**config.mk**
```make
export PLATFORM = sky130hd
export DESIGN_NAME = switch_input_conditioner
export DESIGN_NICKNAME = d
export VERILOG_FILES = /design/src/rtl/switch_input_conditioner.sv
export SDC_FILE = /design/constraint.sdc
export NUM_CORES = 1
export LEC_CHECK = 0
export ABC_AREA = 1
export CORE_MARGIN = 10
export CORE_UTILIZATION = 63
export CTS_CLUSTER_DIAMETER = 150
export DETAILED_ROUTE_END_ITERATION = 12
export DONT_BUFFER_PORTS = 1
export GPL_TIMING_DRIVEN = 1
export PLACE_DENSITY = 0.79
export SYNTH_ARGS = -nofsm -noshare
export SYNTH_HDL_FRONTEND = slang
export SYNTH_SLANG_ARGS = --single-unit
```
**constraint.sdc**
```tcl
create_clock -name clk -period 1.75 [get_ports clk]
set_input_delay 0.175 -clock clk [delete_from_list [all_inputs] [get_ports clk]]
set_output_delay 0.175 -clock clk [all_outputs]
set_load 0.05 [all_outputs]
```
**src/rtl/switch_input_conditioner.sv**
```systemverilog
// Synchronizes and debounces four switches plus a step key and drives a clean registered A/B/C/D vector.
// Define SWITCH_SWEEP_EN to add the MANUAL/SWEEP/DONE truth-table sweep; without it the block is manual-only.
module switch_input_conditioner #(
   parameter int DEBOUNCE_CYCLES = 50000,
   parameter int STEP_CYCLES     = 25000000
) (
   input  logic       clk,
   input  logic       rst_n,
   input  logic [3:0] sw_in,
   input  logic       key_step_n,
   input  logic       mode,
   output logic [3:0] abcd_out,
   output logic       abcd_valid,
   output logic       sweep_done
);

`ifdef SWITCH_SWEEP_EN
   localparam int NIN = 5;
   logic [NIN-1:0] raw;
   assign raw = {key_step_n, sw_in};
`else
   localparam int NIN = 4;
   logic [NIN-1:0] raw;
   assign raw = sw_in;
   logic unused_inputs;
   assign unused_inputs = &{1'b0, mode, key_step_n};
`endif

   // Idle level of each input: switches rest low, the active-low key rests high.
   localparam logic [4:0] IDLE_LEVEL = 5'b10000;
   localparam int CW = (DEBOUNCE_CYCLES > 2) ? $clog2(DEBOUNCE_CYCLES) : 1;
   localparam logic [CW-1:0] DB_LAST = CW'(DEBOUNCE_CYCLES - 1);

   logic [NIN-1:0] stable;
   logic [3:0]     sw_stable;
   logic [3:0]     sw_prev_reg;
   logic [3:0]     out_reg;
   logic           valid_reg;
   logic           sw_changed;

   genvar gi;
   generate
      for (gi = 0; gi < NIN; gi++) begin : g_deb
         logic          sync1_reg;
         logic          sync2_reg;
         logic          stable_reg;
         logic [CW-1:0] cnt_reg;

         always_ff @(posedge clk) begin
            if (!rst_n) begin
               sync1_reg  <= IDLE_LEVEL[gi];
               sync2_reg  <= IDLE_LEVEL[gi];
               stable_reg <= IDLE_LEVEL[gi];
               cnt_reg    <= '0;
            end else begin
               sync1_reg <= raw[gi];
               sync2_reg <= sync1_reg;
               if (sync2_reg == stable_reg) begin
                  cnt_reg <= '0;
               end else if (cnt_reg == DB_LAST) begin
                  stable_reg <= sync2_reg;
                  cnt_reg    <= '0;
               end else begin
                  cnt_reg <= cnt_reg + CW'(1);
               end
            end
         end

         assign stable[gi] = stable_reg;
      end
   endgenerate

   assign sw_stable  = stable[3:0];
   assign sw_changed = (sw_stable != sw_prev_reg);
   assign abcd_out   = out_reg;
   assign abcd_valid = valid_reg;

`ifdef SWITCH_SWEEP_EN
   typedef enum logic [1:0] {S_MANUAL, S_SWEEP, S_DONE} state_t;

   localparam int TW = (STEP_CYCLES > 2) ? $clog2(STEP_CYCLES) : 1;
   localparam logic [TW-1:0] STEP_LAST = TW'(STEP_CYCLES - 1);

   state_t        state_reg;
   logic          entry_reg;
   logic [TW-1:0] timer_reg;
   logic          key_prev_reg;
   logic          done_reg;
   logic          key_press;

   // A press is the debounced key falling; release is not an event.
   assign key_press  = key_prev_reg & ~stable[4];
   assign sweep_done = done_reg;

   // entry_reg defers a state's entry action to the edge after the transition.
   always_ff @(posedge clk) begin
      if (!rst_n) begin
         state_reg    <= S_MANUAL;
         entry_reg    <= 1'b0;
         timer_reg    <= '0;
         key_prev_reg <= 1'b1;
         sw_prev_reg  <= '0;
         out_reg      <= '0;
         valid_reg    <= 1'b0;
         done_reg     <= 1'b0;
      end else begin
         key_prev_reg <= stable[4];
         sw_prev_reg  <= sw_stable;
         valid_reg    <= 1'b0;
         case (state_reg)
            S_MANUAL: begin
               if (mode) begin
                  state_reg <= S_SWEEP;
                  entry_reg <= 1'b1;
               end else if (entry_reg || sw_changed) begin
                  out_reg   <= sw_stable;
                  valid_reg <= 1'b1;
                  entry_reg <= 1'b0;
               end
            end
            S_SWEEP: begin
               if (!mode) begin
                  state_reg <= S_MANUAL;
                  entry_reg <= 1'b1;
               end else if (entry_reg) begin
                  out_reg   <= '0;
                  valid_reg <= 1'b1;
                  timer_reg <= '0;
                  entry_reg <= 1'b0;
               end else if ((timer_reg == STEP_LAST) || key_press) begin
                  timer_reg <= '0;
                  if (out_reg == 4'hF) begin
                     state_reg <= S_DONE;
                     done_reg  <= 1'b1;
                  end else begin
                     out_reg   <= out_reg + 4'd1;
                     valid_reg <= 1'b1;
                  end
               end else begin
                  timer_reg <= timer_reg + TW'(1);
               end
            end
            S_DONE: begin
               if (!mode) begin
                  state_reg <= S_MANUAL;
                  done_reg  <= 1'b0;
                  entry_reg <= 1'b1;
               end else if (key_press) begin
                  state_reg <= S_SWEEP;
                  done_reg  <= 1'b0;
                  entry_reg <= 1'b1;
               end
            end
            default: begin
               state_reg <= S_MANUAL;
               done_reg  <= 1'b0;
               entry_reg <= 1'b1;
            end
         endcase
      end
   end
`else
   assign sweep_done = 1'b0;

   always_ff @(posedge clk) begin
      if (!rst_n) begin
         sw_prev_reg <= '0;
         out_reg     <= '0;
         valid_reg   <= 1'b0;
      end else begin
         sw_prev_reg <= sw_stable;
         valid_reg   <= 1'b0;
         if (sw_changed) begin
            out_reg   <= sw_stable;
            valid_reg <= 1'b1;
         end
      end
   end
`endif

endmodule

```
==> results of run 1 <==
placed cells by master, fill, tap and decap left out:
master / n
dfxtp_1: 85
dlymetal6s4s_1: 1
clkinv_4: 2
conb_1: 1
nand2_1: 125
a21oi_1: 29
bufinv_16: 1
buf_4: 3
clkinv_2: 2
clkinvlp_4: 1
inv_1: 68
clkbuf_8: 9
or2_2: 2
nand3_2: 5
nor2_2: 15
xor2_1: 24
nor2_1: 106
nand4_1: 18
clkinv_1: 1
ha_1: 4
and2_1: 1
dlygate4sd3_1: 4
nand3_1: 30
nand2_2: 7
xnor2_1: 10
nor2_4: 3
o21bai_1: 3
inv_2: 1
o21ai_0: 8
nor3_1: 1
inv_6: 1
critical path: cells and delay by family (launching register included):
| kind | cells | cell delay (ns) |
|---|---|---|
| DFF | 1 | 0.37 |
| adders and majority gates | 1 | 0.21 |
| and+or+nand+nor | 5 | 0.79 |
layer usage:
layer,part of all wire [%],wire (µm),GRT usage [%],vias up
li1,-,-,-,1741
met2,46,3250,23.3,64
met4,1.5,104,6.17,0
met1,48,3380,18.0,1485
met5,0,0,0,-
met3,4.6,328,3.32,10
cell type report:
type | instances | area, µm² | share of cell area (%)
multi-input cells | 392 | 1930 | 45.4
clock inverters | 7 | 73.8 | 1.73
inverters | 70 | 263 | 6.16
well taps | 75 | 93.8 | 2.20
clock buffers | 9 | 124 | 2.90
flip-flops and latches | 85 | 1700 | 39.9
repair buffers | 8 | 75.1 | 1.76
synth_stat cells (all sizes together):
master and n:
xnor2 10, buf 5, clkbuf 2, o21bai 3, and2 1, nand3 35, xor2 24, nor2 124
nand4 18, inv 69, clkinv 1, dfxtp 85, conb 1, nand2 132, or2 2, o21ai 8
ha 4, a21oi 29, nor3 1
power by group through the flow:
stage                     combinational [W]  clock (W)  sequential, W
after CTS                         0.0000534    0.00141        0.00195
final                             0.0000538    0.00138        0.00195
after floorplan                   0.0000430          0        0.00199
after detailed placement          0.0000377          0        0.00199
after global routing              0.0000619    0.00149        0.00195
after global placement            0.0000369          0        0.00199
metrics by stage:
step	setup WS, ns	power, W
after floorplan	0.445	0.00204
after global placement	0.289	0.00203
after detailed placement	0.267	0.00203
after CTS	0.0408	0.00341
after global routing	0.124	0.00350
final	0.258	0.00338
cells by family (layout without fill, tap and decap cells):
| logic type | count (synthesis) | in the layout | synth area share, % |
|---|---|---|---|
| compound gates | 40 | 40 | 5.25 |
| xor+xnor | 34 | 34 | 7.52 |
| fa+ha+maj | 4 | 4 | 1.26 |
| buf+inv | 77 | 94 | 8.15 |
| flops | 85 | 85 | 43.0 |
| other cells | 1 | 1 | 0.0947 |
| simple gates | 313 | 313 | 34.7 |
what timing repair did:
item	in CTS	in global routing
endpoints found under the setup margin	0	32
resized for setup	0	1
endpoints found under the hold margin	21	0
hold buffers	5	0
worst max path at each step:
stage,start,endpoint,slack (ns),depth (start not counted)
after floorplan,g_deb[3].cnt_reg[0]$_SDFF_PP0_,g_deb[3].cnt_reg[11]$_SDFF_PP0_,0.44,7
after global placement,g_deb[0].cnt_reg[0]$_SDFF_PP0_,g_deb[0].cnt_reg[15]$_SDFF_PP0_,0.29,6
after detailed placement,g_deb[0].cnt_reg[0]$_SDFF_PP0_,g_deb[0].cnt_reg[15]$_SDFF_PP0_,0.27,6
after CTS,rst_n,g_deb[3].cnt_reg[14]$_SDFF_PP0_,0.04,5
after global routing,g_deb[2].cnt_reg[0]$_SDFF_PP0_,g_deb[2].cnt_reg[5]$_SDFF_PP0_,0.12,6
final,g_deb[0].cnt_reg[0]$_SDFF_PP0_,g_deb[0].cnt_reg[15]$_SDFF_PP0_,0.26,6
==> flow_summary.toml, run 1 <==
[outcome]
status = "completed"

[worst_hold_path]
min_path_type = "in -> reg"
holdPathStages = 4
hp-start = "rst_n"
holdPathEnd = "g_deb[2].cnt_reg[8]$_SDFF_PP0_"

[worst_setup_path]
cpMaxStageDelayCell = "dfxtp_1"
path_class = "reg -> reg"
setup.worst_path.end_class = "register"
r2r-start = "g_deb[0].cnt_reg[0]$_SDFF_PP0_"
r2r_end = "g_deb[0].cnt_reg[15]$_SDFF_PP0_"
cp.arrival_ns = 1.72
cp.required_ns = 1.97
crit_path_frequent_cell = "nand3_2"
cp_max_fo = 16
rrSetupSlack_ns = 0.26
rr_worst_depth = 6
worstSetupStartpointType = "register"
slowest_delay_ns = 0.37
crit_chain = "ha_1 > nand3_2 > nor2_4 > nand3_2 > nand2_2 > nor2_1"

[power]
seq_power_share_pct = 57.6
switching_share_pct = 22.4
combPwrFrac_pct = 1.6
pwr-share-clk_pct = 40.8
peakVddDrop_mv = 0.582
switching_power_w = 0.000758
p_leak_nw = 1.52
power.internal_w = 0.00262
power_density_nw_per_um2 = 793

[grt]
grt_max_degree = 22
grt_pass1_vias = 2916
grtUsageTotal_pct = 14.4
grt-ovfl-total = 0
antenna_found_initial = 0
grt_first_pass_wirelength_um = 12300

[logic_synthesis]
synth-seq-cells = 85
ys_types = 25
syn_area_um2 = 3960
synth_cells = 554
syn-num-nets = 566
seq_area_frac_synth_pct = 43.0
yosysWarnings = 0
yosysTopAreaCell = "dfxtp_1"
synth.avg_cell_area_um2 = 7.15
yosys.area.top_type_share_pct = 43.0
yosys-top-cells-area = "dfxtp_1 43%, nand2_1 12%, nor2_1 10%"

[sta]
min_period_ns = 1.49
tns_ns = 0
tightest_slew_ns = 0.753
rsz0062_at_grt = "false"
hold_slack_ns = 0.271
fmax_mhz = 670
timing.final.crit_share_pct = 85.2
relSlewSlack_pct = 49.8
fin_skew_ns = 0.00651
final_max_slew_viol_count = 0
setup_viol = 0
hold_viol_final = 0

[cts]
max-clock-path-buffers = 2
cts_setup_buffers = 0
clk_latency_ns = 0.35
numCtsBuffers = 9
cts-root-buf = "clkbuf_8"
cts_tree = "done"
h-tree-depth = 3
path_clk_slew_ns = 0.09
cts_sinks = 85

[detailed_routing]
drtPass1Iterations = 4
vias_per_cell = 5.11
drt_iter0_drc = 130
antenna_left = 0
num_vias = 3300
wirelength_um = 7060
wl_per_cell_um = 10.9
drc = 0

[cells_and_area]
final_cell_area_um2 = 4270
largest_reg_flops = 64
layout-drive-gt1-share_pct = 9.11
nNetsFinal = 578
area.growth.synth_to_final_pct = 7.74
n_antenna_cell = 0
final_util_pct = 70.8
fill_cells = 506
final_cells = 646

[placement]
routabilityCongestion = 0.896
place_area_um2 = 4020
port_buffers = 0
dpl.cell_count = 625
hpwl_um = 5020

[die]
rows = 28
dieWidth_um = 99.3
io_pins = 14
initial_core_util_pct = 65.7
core-area_um2 = 6030
die_area_um2 = 9850
die_y_um = 99.3

[flow_run]
drv_cap = 0
No activity file was read; power rests on OpenSTA's default activity.
==> run 2, diff against run 1 <==
SETUP_SLACK_MARGIN = 0.5   (was unset)
SKIP_LAST_GASP = 1   (was unset)
==> run 2 against run 1 <==
- the flow now finishes with violations (negative hold slack)
- wire length up 45%
- global-route usage up 2.9 points
- worst hold slack worse by 0.34 ns
- sequential power about the same
- first-iteration DRC count up 72%
- total power up 7.1%
- register-to-register slack better by 0.16 ns
==> flow_summary.toml, run 2 (synthesized netlist as in run 1, its figures left out) <==
[detailed_routing]
drc = 0
highest_layer = "met4"
wl_per_cell_um = 15.0
antenna_left = 0
num_vias = 3795
met1_length_um = 4110
vias_per_cell = 5.57
wirelength_um = 10200
met3_length_um = 605
drt_iter0_drc = 223
wl_met2_um = 5200
drtPass1Iterations = 5

[grt]
antenna_found_initial = 0
grtUsageTotal_pct = 17.3
grt_first_pass_wirelength_um = 14300
grt-ovfl-total = 0
grt_max_degree = 24
grt_pass1_vias = 3302

[cells_and_area]
final_util_pct = 84.0
area.growth.synth_to_final_pct = 27.9
nNetsFinal = 613
n_antenna_cell = 0
layout-drive-gt1-share_pct = 27.1
fill_cells = 328
layout_common_cells = "118 x nand2_1, 84 x nor2_1, 64 x inv_1"
final_common_cell = "nand2_1"
largest_reg_flops = 64
final_cell_area_um2 = 5060

[cts]
max-clock-path-buffers = 2
cts_tree = "done"
numCtsBuffers = 9
cts-root-buf = "clkbuf_8"
cts_sinks = 85
clk_latency_ns = 0.37
hold_buffers = 17
h-tree-depth = 3
path_clk_slew_ns = 0.08

[sta]
final_max_slew_viol_count = 0
fin_skew_ns = 0.00838
timing.final.crit_share_pct = 76.3
hold_slack_ns = -0.0700
tns_ns = 0
fmax_mhz = 749
rsz0062_at_grt = "true"
hold_viol_final = 8
setup_viol = 0
min_period_ns = 1.34

[die]
dieWidth_um = 99.3
die_y_um = 99.3
core-area_um2 = 6030
io_pins = 14
rows = 28
die_area_um2 = 9850
initial_core_util_pct = 65.7

[outcome]
status = "complete, but fails checks"
violations = "negative hold slack"

[worst_setup_path]
cp.required_ns = 2.04
setup.worst_path.end_class = "register"
path_class = "reg -> reg"
cp_max_fo = 4
worstSetupStartpointType = "register"
cp.arrival_ns = 1.62

[placement]
port_buffers = 0
routabilityCongestion = 0.863
place_area_um2 = 4090
hpwl_um = 5000

[flow_run]
drv_cap = 0

[worst_hold_path]
min_path_type = "in -> reg"

[power]
peakVddDrop_mv = 0.660
p_leak_nw = 1.71
power_density_nw_per_um2 = 716
-- run 2: cell count changes in the layout (fill, tap and decap cells not counted), moves of 10 or more --
cell,previous run,this run
a21oi_2,0,10
dfxtp_1,85,51
nor2_4,3,14
nor2_2,15,27
dfxtp_2,0,31
dlygate4sd3_1,4,17
nor2_1,106,84
buf_4,3,17
a21oi_1,29,19
-- run 2: routing by layer --
layer  vias to the layer above  track usage, %
li1                       1825               -
met2                       141            28.1
met3                        30            4.29
met5                         -               0
met1                      1799            20.7
met4                         0            8.71
-- run 2: path summary, 6_finish.rpt --
| kind | start | end | slack (ns) | depth (start not counted) |
|---|---|---|---|---|
| setup / recovery | g_deb[0].cnt_reg[0]$_SDFF_PP0_ | g_deb[0].cnt_reg[14]$_SDFF_PP0_ | 0.41 | 5 |
| hold / removal | rst_n | abcd_out[3]$_SDFFE_PN0P_ | -0.07 | 2 |
| setup reg to reg | g_deb[0].cnt_reg[0]$_SDFF_PP0_ | g_deb[0].cnt_reg[14]$_SDFF_PP0_ | 0.41 | 5 |
| hold reg to reg | g_deb[1].cnt_reg[0]$_SDFF_PP0_ | g_deb[1].cnt_reg[0]$_SDFF_PP0_ | 0.45 | 1 |
-- run 2: report_power, final --
| part | internal, W | switching, W | leakage [nW] |
|---|---|---|---|
| Sequential | 0.00194 | 0.00000728 | 0.705 |
| Combinational | 0.0000397 | 0.0000493 | 0.884 |
| Clock | 0.000878 | 0.000708 | 0.116 |
-- run 2: what timing repair did --
item	4_1_cts	5_1_grt
hold endpoints to repair	21	8
gates cloned	3	2
endpoints found under the setup margin	68	73
resized for setup	29	91
pin swaps	10	24
buffers inserted	6	11
-- run 2: layout make-up --
cell class	instances	area, µm²	area share, %
Clock buffer	12	155	3.06
Clock inverter	4	70.1	1.38
Inverter	70	263	5.19
Multi-Input combinational cell	397	2380	47.0
Sequential cell	85	1750	34.6
Tap cell	75	93.8	1.85
Timing Repair Buffer	38	352	6.95
-- run 2: per-stage QoR --
| step | worst slack, ns | hold WS, ns | cells | power, W |
|---|---|---|---|---|
| after floorplan | 0.501 | 0.273 | 554 | 0.00204 |
| after global placement | 0.399 | 0.273 | 626 | 0.00203 |
| after detailed placement | 0.347 | 0.278 | 626 | 0.00203 |
| after CTS | 0.457 | -0.0625 | 668 | 0.00359 |
| after global routing | 0.349 | -0.0721 | 681 | 0.00370 |
| final | 0.414 | -0.0700 | 681 | 0.00362 |
-- run 2: worst max-delay path: stages, from the launching register on --
cell,delay [ns]
dfxtp_4,0.38
ha_4,0.15
nand3_4,0.09
nor2_1,0.26
nand4_1,0.20
a21oi_1,0.18
